$ cat config.mk
export PLATFORM = sky130hd
export DESIGN_NAME = vpp_display_conv
export DESIGN_NICKNAME = d
export VERILOG_FILES = /design/src/rtl/adc_meas_pkg.sv /design/src/rtl/bin2bcd_seq.sv /design/src/rtl/vpp_display_conv.sv
export SDC_FILE = /design/constraint.sdc
export NUM_CORES = 1
export LEC_CHECK = 0
export ABC_AREA = 1
export ABC_CLOCK_PERIOD_IN_PS = 4700
export CORE_MARGIN = 2
export CORE_UTILIZATION = 65
export CTS_CLUSTER_SIZE = 30
export DETAILED_ROUTE_END_ITERATION = 8
export DONT_BUFFER_PORTS = 1
export PLACE_DENSITY = 0.79
export SLEW_MARGIN = 10
export SYNTH_ARGS = -nofsm -noshare
export SYNTH_HDL_FRONTEND = slang
export SYNTH_SLANG_ARGS = --single-unit
$ cat constraint.sdc
create_clock -name clk -period 4.7 [get_ports clk]
set_clock_uncertainty 0.05 [all_clocks]
set_input_delay 0.94 -clock clk [delete_from_list [all_inputs] [get_ports clk]]
set_output_delay 0.94 -clock clk [all_outputs]
set_load 0.02 [all_outputs]
$ cat src/rtl/adc_meas_pkg.sv
// Shared types and constants for the ADC measurement/display path.
package adc_meas_pkg;

  localparam int unsigned ADC_W           = 12;
  localparam int unsigned BCD_W           = 16;
  localparam int unsigned CNT_W           = 11;
  localparam int unsigned ACC_W           = 16;
  localparam int unsigned WIN_LEN_DEFAULT = 2048;

  typedef enum logic [2:0] {
    StIdle,
    StAcc,
    StScale,
    StConv,
    StDone
  } state_e;

  // Millivolts from an ADC code: (code * vref) >> 12, truncating.
  function automatic logic [ADC_W-1:0] scale_mv(input logic [ADC_W-1:0] code,
                                                input logic [ADC_W-1:0] vref);
    logic [2*ADC_W-1:0] prod;
    prod = {{ADC_W{1'b0}}, code} * {{ADC_W{1'b0}}, vref};
    return prod[2*ADC_W-1 -: ADC_W];
  endfunction

endpackage

$ cat src/rtl/bin2bcd_seq.sv
// Sequential 12-bit binary to 4-digit packed BCD (double dabble).
// start_i loads bin_i; 12 shift cycles follow; done_o pulses for one cycle
// once bcd_o holds the result.
module bin2bcd_seq
  import adc_meas_pkg::*;
(
  input  logic             clk,
  input  logic             rst,
  input  logic             start_i,
  input  logic [ADC_W-1:0] bin_i,
  output logic [BCD_W-1:0] bcd_o,
  output logic             done_o
);

  localparam int unsigned ShW    = BCD_W + ADC_W;
  localparam logic [3:0]  ItLast = 4'(ADC_W - 1);

  logic [ShW-1:0] sh_q, sh_d, adj;
  logic [3:0]     it_q, it_d;
  logic           run_q, run_d;
  logic           done_q, done_d;

  // Add-3 correction on every BCD nibble, then the next shift step.
  always_comb begin
    adj = sh_q;
    for (int k = 0; k < BCD_W / 4; k++) begin
      if (adj[ADC_W + 4*k +: 4] >= 4'd5) begin
        adj[ADC_W + 4*k +: 4] = adj[ADC_W + 4*k +: 4] + 4'd3;
      end
    end
    sh_d   = sh_q;
    it_d   = it_q;
    run_d  = run_q;
    done_d = 1'b0;
    if (start_i) begin
      sh_d  = {{BCD_W{1'b0}}, bin_i};
      it_d  = '0;
      run_d = 1'b1;
    end else if (run_q) begin
      sh_d = {adj[ShW-2:0], 1'b0};
      it_d = it_q + 4'd1;
      if (it_q == ItLast) begin
        run_d  = 1'b0;
        done_d = 1'b1;
      end
    end
  end

  // Shift register and iteration state.
  always_ff @(posedge clk or negedge rst) begin
    if (!rst) begin
      sh_q   <= '0;
      it_q   <= '0;
      run_q  <= 1'b0;
      done_q <= 1'b0;
    end else begin
      sh_q   <= sh_d;
      it_q   <= it_d;
      run_q  <= run_d;
      done_q <= done_d;
    end
  end

  assign bcd_o  = sh_q[ShW-1 -: BCD_W];
  assign done_o = done_q;

endmodule

$ cat src/rtl/vpp_display_conv.sv
// Peak-to-peak display converter: Vpp = max - min per upstream window,
// optional 2^AVG_LOG2 averaging, scaling to mV and conversion to packed BCD.
module vpp_display_conv
  import adc_meas_pkg::*;
#(
  parameter int unsigned WIN_LEN  = WIN_LEN_DEFAULT,
  parameter int unsigned AVG_LOG2 = 0,
  parameter int unsigned VREF_MV  = 3300
) (
  input  logic             clk,
  input  logic             rst,
  input  logic [ADC_W-1:0] max_i,
  input  logic [ADC_W-1:0] min_i,
  output logic [ADC_W-1:0] vpp_raw_o,
  output logic [ADC_W-1:0] vpp_mv_o,
  output logic [BCD_W-1:0] bcd_o,
  output logic             out_valid_o,
  output logic             busy_o
);

  localparam logic [CNT_W-1:0] CntLast = CNT_W'(WIN_LEN - 1);
  localparam logic [3:0]       NLast   = 4'((1 << AVG_LOG2) - 1);
  localparam logic [ADC_W-1:0] VrefMv  = ADC_W'(VREF_MV);

  logic [CNT_W-1:0] cnt_q, cnt_d;
  logic             seen_q, seen_d;
  logic             cap_q, cap_d;

  state_e           state_q, state_d;
  logic [ACC_W-1:0] acc_q, acc_d, sum;
  logic [3:0]       n_q, n_d;
  logic [ADC_W-1:0] avg_q, avg_d;
  logic [ADC_W-1:0] mv_q, mv_d, mv_calc;
  logic [ADC_W-1:0] vpp_raw_q, vpp_raw_d;
  logic [ADC_W-1:0] vpp_mv_q, vpp_mv_d;
  logic [BCD_W-1:0] bcd_q, bcd_d, conv_bcd;
  logic             conv_start, conv_done;

  // Window counter; cap_q is high in the cycle after a wrap edge, i.e. while
  // cnt==0 and upstream holds the freshly loaded max/min. The first wrap
  // after reset only arms seen_q, so that window is skipped.
  always_comb begin
    cnt_d  = (cnt_q == CntLast) ? '0 : cnt_q + 1'b1;
    seen_d = seen_q | (cnt_q == CntLast);
    cap_d  = (cnt_q == CntLast) && seen_q;
  end

  // Window counter registers.
  always_ff @(posedge clk or negedge rst) begin
    if (!rst) begin
      cnt_q  <= '0;
      seen_q <= 1'b0;
      cap_q  <= 1'b0;
    end else begin
      cnt_q  <= cnt_d;
      seen_q <= seen_d;
      cap_q  <= cap_d;
    end
  end

  assign mv_calc = scale_mv(avg_q, VrefMv);

  // Next-state and datapath for capture, accumulate, scale and convert.
  always_comb begin
    state_d    = state_q;
    acc_d      = acc_q;
    n_d        = n_q;
    avg_d      = avg_q;
    mv_d       = mv_q;
    vpp_raw_d  = vpp_raw_q;
    vpp_mv_d   = vpp_mv_q;
    bcd_d      = bcd_q;
    conv_start = 1'b0;
    sum        = acc_q + ACC_W'(vpp_raw_q);
    unique case (state_q)
      StIdle: begin
        // Captures arriving outside idle are dropped.
        if (cap_q) begin
          vpp_raw_d = (max_i >= min_i) ? (max_i - min_i) : '0;
          state_d   = StAcc;
        end
      end
      StAcc: begin
        if (n_q == NLast) begin
          avg_d   = ADC_W'(sum >> AVG_LOG2);
          acc_d   = '0;
          n_d     = '0;
          state_d = StScale;
        end else begin
          acc_d   = sum;
          n_d     = n_q + 4'd1;
          state_d = StIdle;
        end
      end
      StScale: begin
        mv_d       = mv_calc;
        conv_start = 1'b1;
        state_d    = StConv;
      end
      StConv: begin
        // Results land on the edge into DONE so they are valid with the pulse.
        if (conv_done) begin
          vpp_mv_d = mv_q;
          bcd_d    = conv_bcd;
          state_d  = StDone;
        end
      end
      StDone: begin
        state_d = StIdle;
      end
      default: begin
        state_d = StIdle;
      end
    endcase
  end

  // Pipeline state registers.
  always_ff @(posedge clk or negedge rst) begin
    if (!rst) begin
      state_q   <= StIdle;
      acc_q     <= '0;
      n_q       <= '0;
      avg_q     <= '0;
      mv_q      <= '0;
      vpp_raw_q <= '0;
      vpp_mv_q  <= '0;
      bcd_q     <= '0;
    end else begin
      state_q   <= state_d;
      acc_q     <= acc_d;
      n_q       <= n_d;
      avg_q     <= avg_d;
      mv_q      <= mv_d;
      vpp_raw_q <= vpp_raw_d;
      vpp_mv_q  <= vpp_mv_d;
      bcd_q     <= bcd_d;
    end
  end

  bin2bcd_seq u_bin2bcd (
    .clk     (clk),
    .rst     (rst),
    .start_i (conv_start),
    .bin_i   (mv_calc),
    .bcd_o   (conv_bcd),
    .done_o  (conv_done)
  );

  assign vpp_raw_o   = vpp_raw_q;
  assign vpp_mv_o    = vpp_mv_q;
  assign bcd_o       = bcd_q;
  assign out_valid_o = (state_q == StDone);
  assign busy_o      = (state_q != StIdle);

endmodule
==> key figures <==
Synth
  – Post-Synth Adder-Cell Area: 0.2194
  – Cell variety after synth: 41
  – Post-synthesis xor/xnor area fraction: 0.02881
  – Syn avg cell area: 8.503 um^2
  – Async set-reset flop share out of synthesis: 1.000
  – Seq/Total Area, Yosys: 0.3690
  – Mux cell area share after synthesis: 0
  – Commonest cells post-synth: 186 x nand2_1, 174 x inv_1, 130 x dfrtp_1, 105 x ha_1, 74 x o21ai_0
  – Largest family of logic cells by synthesized area: adder cells
  – Simple-gate share of the synthesized area: 0.1625
  – Synthesized netlist cell count: 1,037
  – Complex-gate fraction of the synthesized area: 0.1315
  – Count leader, synth: nand2_1
  – Dominant cells by area after synthesis: dfrtp_1 37%, ha_1 15%, nand2_1 7.9%
  – EDFF count, synth: 0
  – Post-Syn Nets: 1,199
  – Dominant synthesized flop cell: dfrtp_1
  – Yosys warning total: 0
  – Synth Register Bits: 130
  – Dominant cell type by area after synthesis: dfrtp_1
  – Netlist Area Pre-Place: 8817 um^2
  – Share of the synthesized area in the top cell type: 0.3690

Floorplan
  – Core ar.: 13,240 um^2
  – Die H: 120.5 um
  – Row count: 42
  – Die width: 120.5 um
  – Total Die Area: 14,510 um^2
  – Ports: 68
  – Initial core utilization: 0.6658

Setup path
  – Crit path max-delay family: adder cells
  – Slowest-stage cell, CP: fa_1
  – Crit path capture type: register
  – Crit path arrival time: 4.67 ns
  – CP Buf/Inv Count: 2
  – WP data required: 4.93 ns
  – CP Class: register to register
  – Max incr delay on CP: 0.54 ns
  – CP Cell Sequence: ha_1 > xor2_1 > ha_1 > fa_1 > fa_1 > inv_1 > fa_1 > inv_1 > ha_1 > a21o_1 > a31oi_1 > nand2_1 > nand2_1 > nand3_1 > nand3_1 > o21ai_0
  – Setup crit start kind: register
  – Crit path max fanout: 7

Clocking
  – Cts bufs inserted: 17
  – Reg clk slew, reported paths: 0.07 ns
  – Clock Latency Late Sink: 0.43 ns
  – Max Buffers Root-to-Sink: 2
  – H-tree lvl count: 4
  – Post-CTS setup buffer count: 0
  – Clock Tree Root: clkbuf_16
  – CTS tree: done
  – Clk sinks: 130

Cells and area
  – Synthesis-to-layout area growth: 8.656%
  – Final instance area: 9580 um^2
  – Multi-input combinational cell area: 4795 um^2
  – Fin util: 0.7235
  – Register area: 3254 um^2
  – N_diodes: 0
  – Layout cells sized above 1: 0.06755
  – Nets: 1,200
  – FILL cells: 988

Drt
  – Drt total wl: 18,240 um
  – DRC errors left: 0
  – Post-DR wirelength/cell: 14.87 um
  – Vias: 6,819
  – Antenna violation net count after detailed routing: 0
  – Vias/cell: 5.557
  – DR iter-0 viols: 446
  – First drt pass iteration count: 5

Global route
  – Initial antenna violation count: 0
  – Largest net degree at the start of global routing: 131
  – Grt ovf: 0
  – Tot GR Track Use: 0.2692
  – First-pass GRT wire length: 31,050 um
  – Number of global-route vias before repair: 6,719

Placement
  – GPL Wtd Cong: 0.9125
  – Number of I/O port buffers: 0
  – Post-DP HPWL: 13,430 um
  – Dpl cell area: 8959 um^2

STA
  – Setup repair after global routing missed its margin: no
  – Tmin final: 4.448 ns
  – Hold slack: 0.1460 ns
  – Endpoints failing setup: 0
  – Pins Over Slew Limit: 0
  – Worst-Margin Slew: 0.9617 ns
  – Setup TNS: 0 ns
  – Period Utilization, post-route: 0.9465
  – Max frequency: 224.8 MHz
  – Final hold violation count: 0
  – Slew margin rel.: 0.3573

Power and ir drop
  – Sequential share of power: 0.434
  – PwrDens: 268.9 nW/um^2
  – Combinational share of power: 0.030
  – Net Sw Frac: 0.2406
  – Clk network pwr share: 0.536
  – Leak: 5.147 nW
  – P_int: 0.001956 W
  – Max rail drop VDD: 0.0002272 V
  – P_sw: 0.0006197 W

Status
  – Outcome: finished clean

Run
  – # Max-Cap Violations: 0

Worst hold path
  – Worst Hold Class: input pin to asynchronous set/reset pin
cell families after synthesis:
family                   Yosys count
AO/OA/AOI/OAI                    209
flip-flops                       130
adder cells (fa/ha/maj)          136
XOR/XNOR                          29
buffers and inverters            203
AND/OR/NAND/NOR                  330
state kept, by name, summed over array words and instances, names as in the netlist:
| signal | flops |
|---|---|
| u_bin2bcd.sh_q | 28 |
| bcd_o | 16 |
| acc_q | 12 |
| avg_q | 12 |
| mv_q | 12 |
| vpp_mv_o | 12 |
| vpp_raw_o | 12 |
| cnt_q | 11 |
| n_q | 4 |
| u_bin2bcd.it_q | 4 |
| state_q | 3 |
| cap_q | 1 |
| seen_q | 1 |
| u_bin2bcd.done_o | 1 |
| u_bin2bcd.run_q | 1 |
final timing paths:
path,end,from,cells after the start,slack (ns)
worst max-delay path,mv_q[6],avg_q[3],16,0.25
worst min-delay path,mv_q[1],rst,0,0.15
worst max register to register,mv_q[6],avg_q[3],16,0.25
worst min register to register,seen_q,seen_q,2,0.41
max in group asynchronous,avg_q[4],rst,0,4.25
min in group clk,seen_q,seen_q,2,0.41
final cells by class:
class / count / share of cell area
flip-flops and latches: 130 / 0.3397
multi-input cells: 704 / 0.5005
clock inverters: 15 / 0.01920
inverters: 183 / 0.07170
repair buffers: 2 / 0.001567
clock buffers: 17 / 0.04440
well taps: 176 / 0.02299
cell usage in the layout (no fill, tap or decap), types with 19 or more instances in the layout:
master / instances
nand2_1: 185
inv_1: 174
dfrtp_1: 129
ha_1: 104
o21ai_0: 74
nor2_1: 63
a21oi_1: 50
nand3_1: 46
o21ai_1: 43
fa_1: 31
xor2_1: 19
per-layer routing:
metal | global-route usage | routed length [um] | vias up
li1 | - | - | 3381
met1 | 0.3391 | 8013 | 3248
met2 | 0.4587 | 9049 | 154
met3 | 0.06132 | 736 | 36
met4 | 0.09230 | 445 | 0
met5 | 0 | 0 | -
metrics by stage:
stage | setup slack (ns) | cells | total power (W)
final | 0.2515 | 1227 | 0.002576
after global routing | 0.009776 | 1227 | 0.002644
after CTS | 0.2414 | 1227 | 0.002587
after detailed placement | 0.2475 | 1195 | 0.001217
after global placement | 0.3055 | 1195 | 0.001214
after floorplan | 0.6181 | 1037 | 0.001204
what timing repair did:
item | CTS | global route
hold buffers | 0 | 0
resized for setup | 0 | 4
setup endpoints to repair | 0 | 6
endpoints found under the hold margin | 0 | 0
power groups by stage:
| stage | clock [W] | sequential [W] | combinational [W] |
|---|---|---|---|
| after global routing | 0.00144 | 0.00112 | 0.0000889 |
| after CTS | 0.00139 | 0.00112 | 0.0000768 |
| after floorplan | 0 | 0.00114 | 0.0000644 |
| final | 0.00138 | 0.00112 | 0.0000761 |
| after detailed placement | 0 | 0.00114 | 0.0000768 |
| after global placement | 0 | 0.00114 | 0.0000745 |
(Power assumes the default switching activity.)
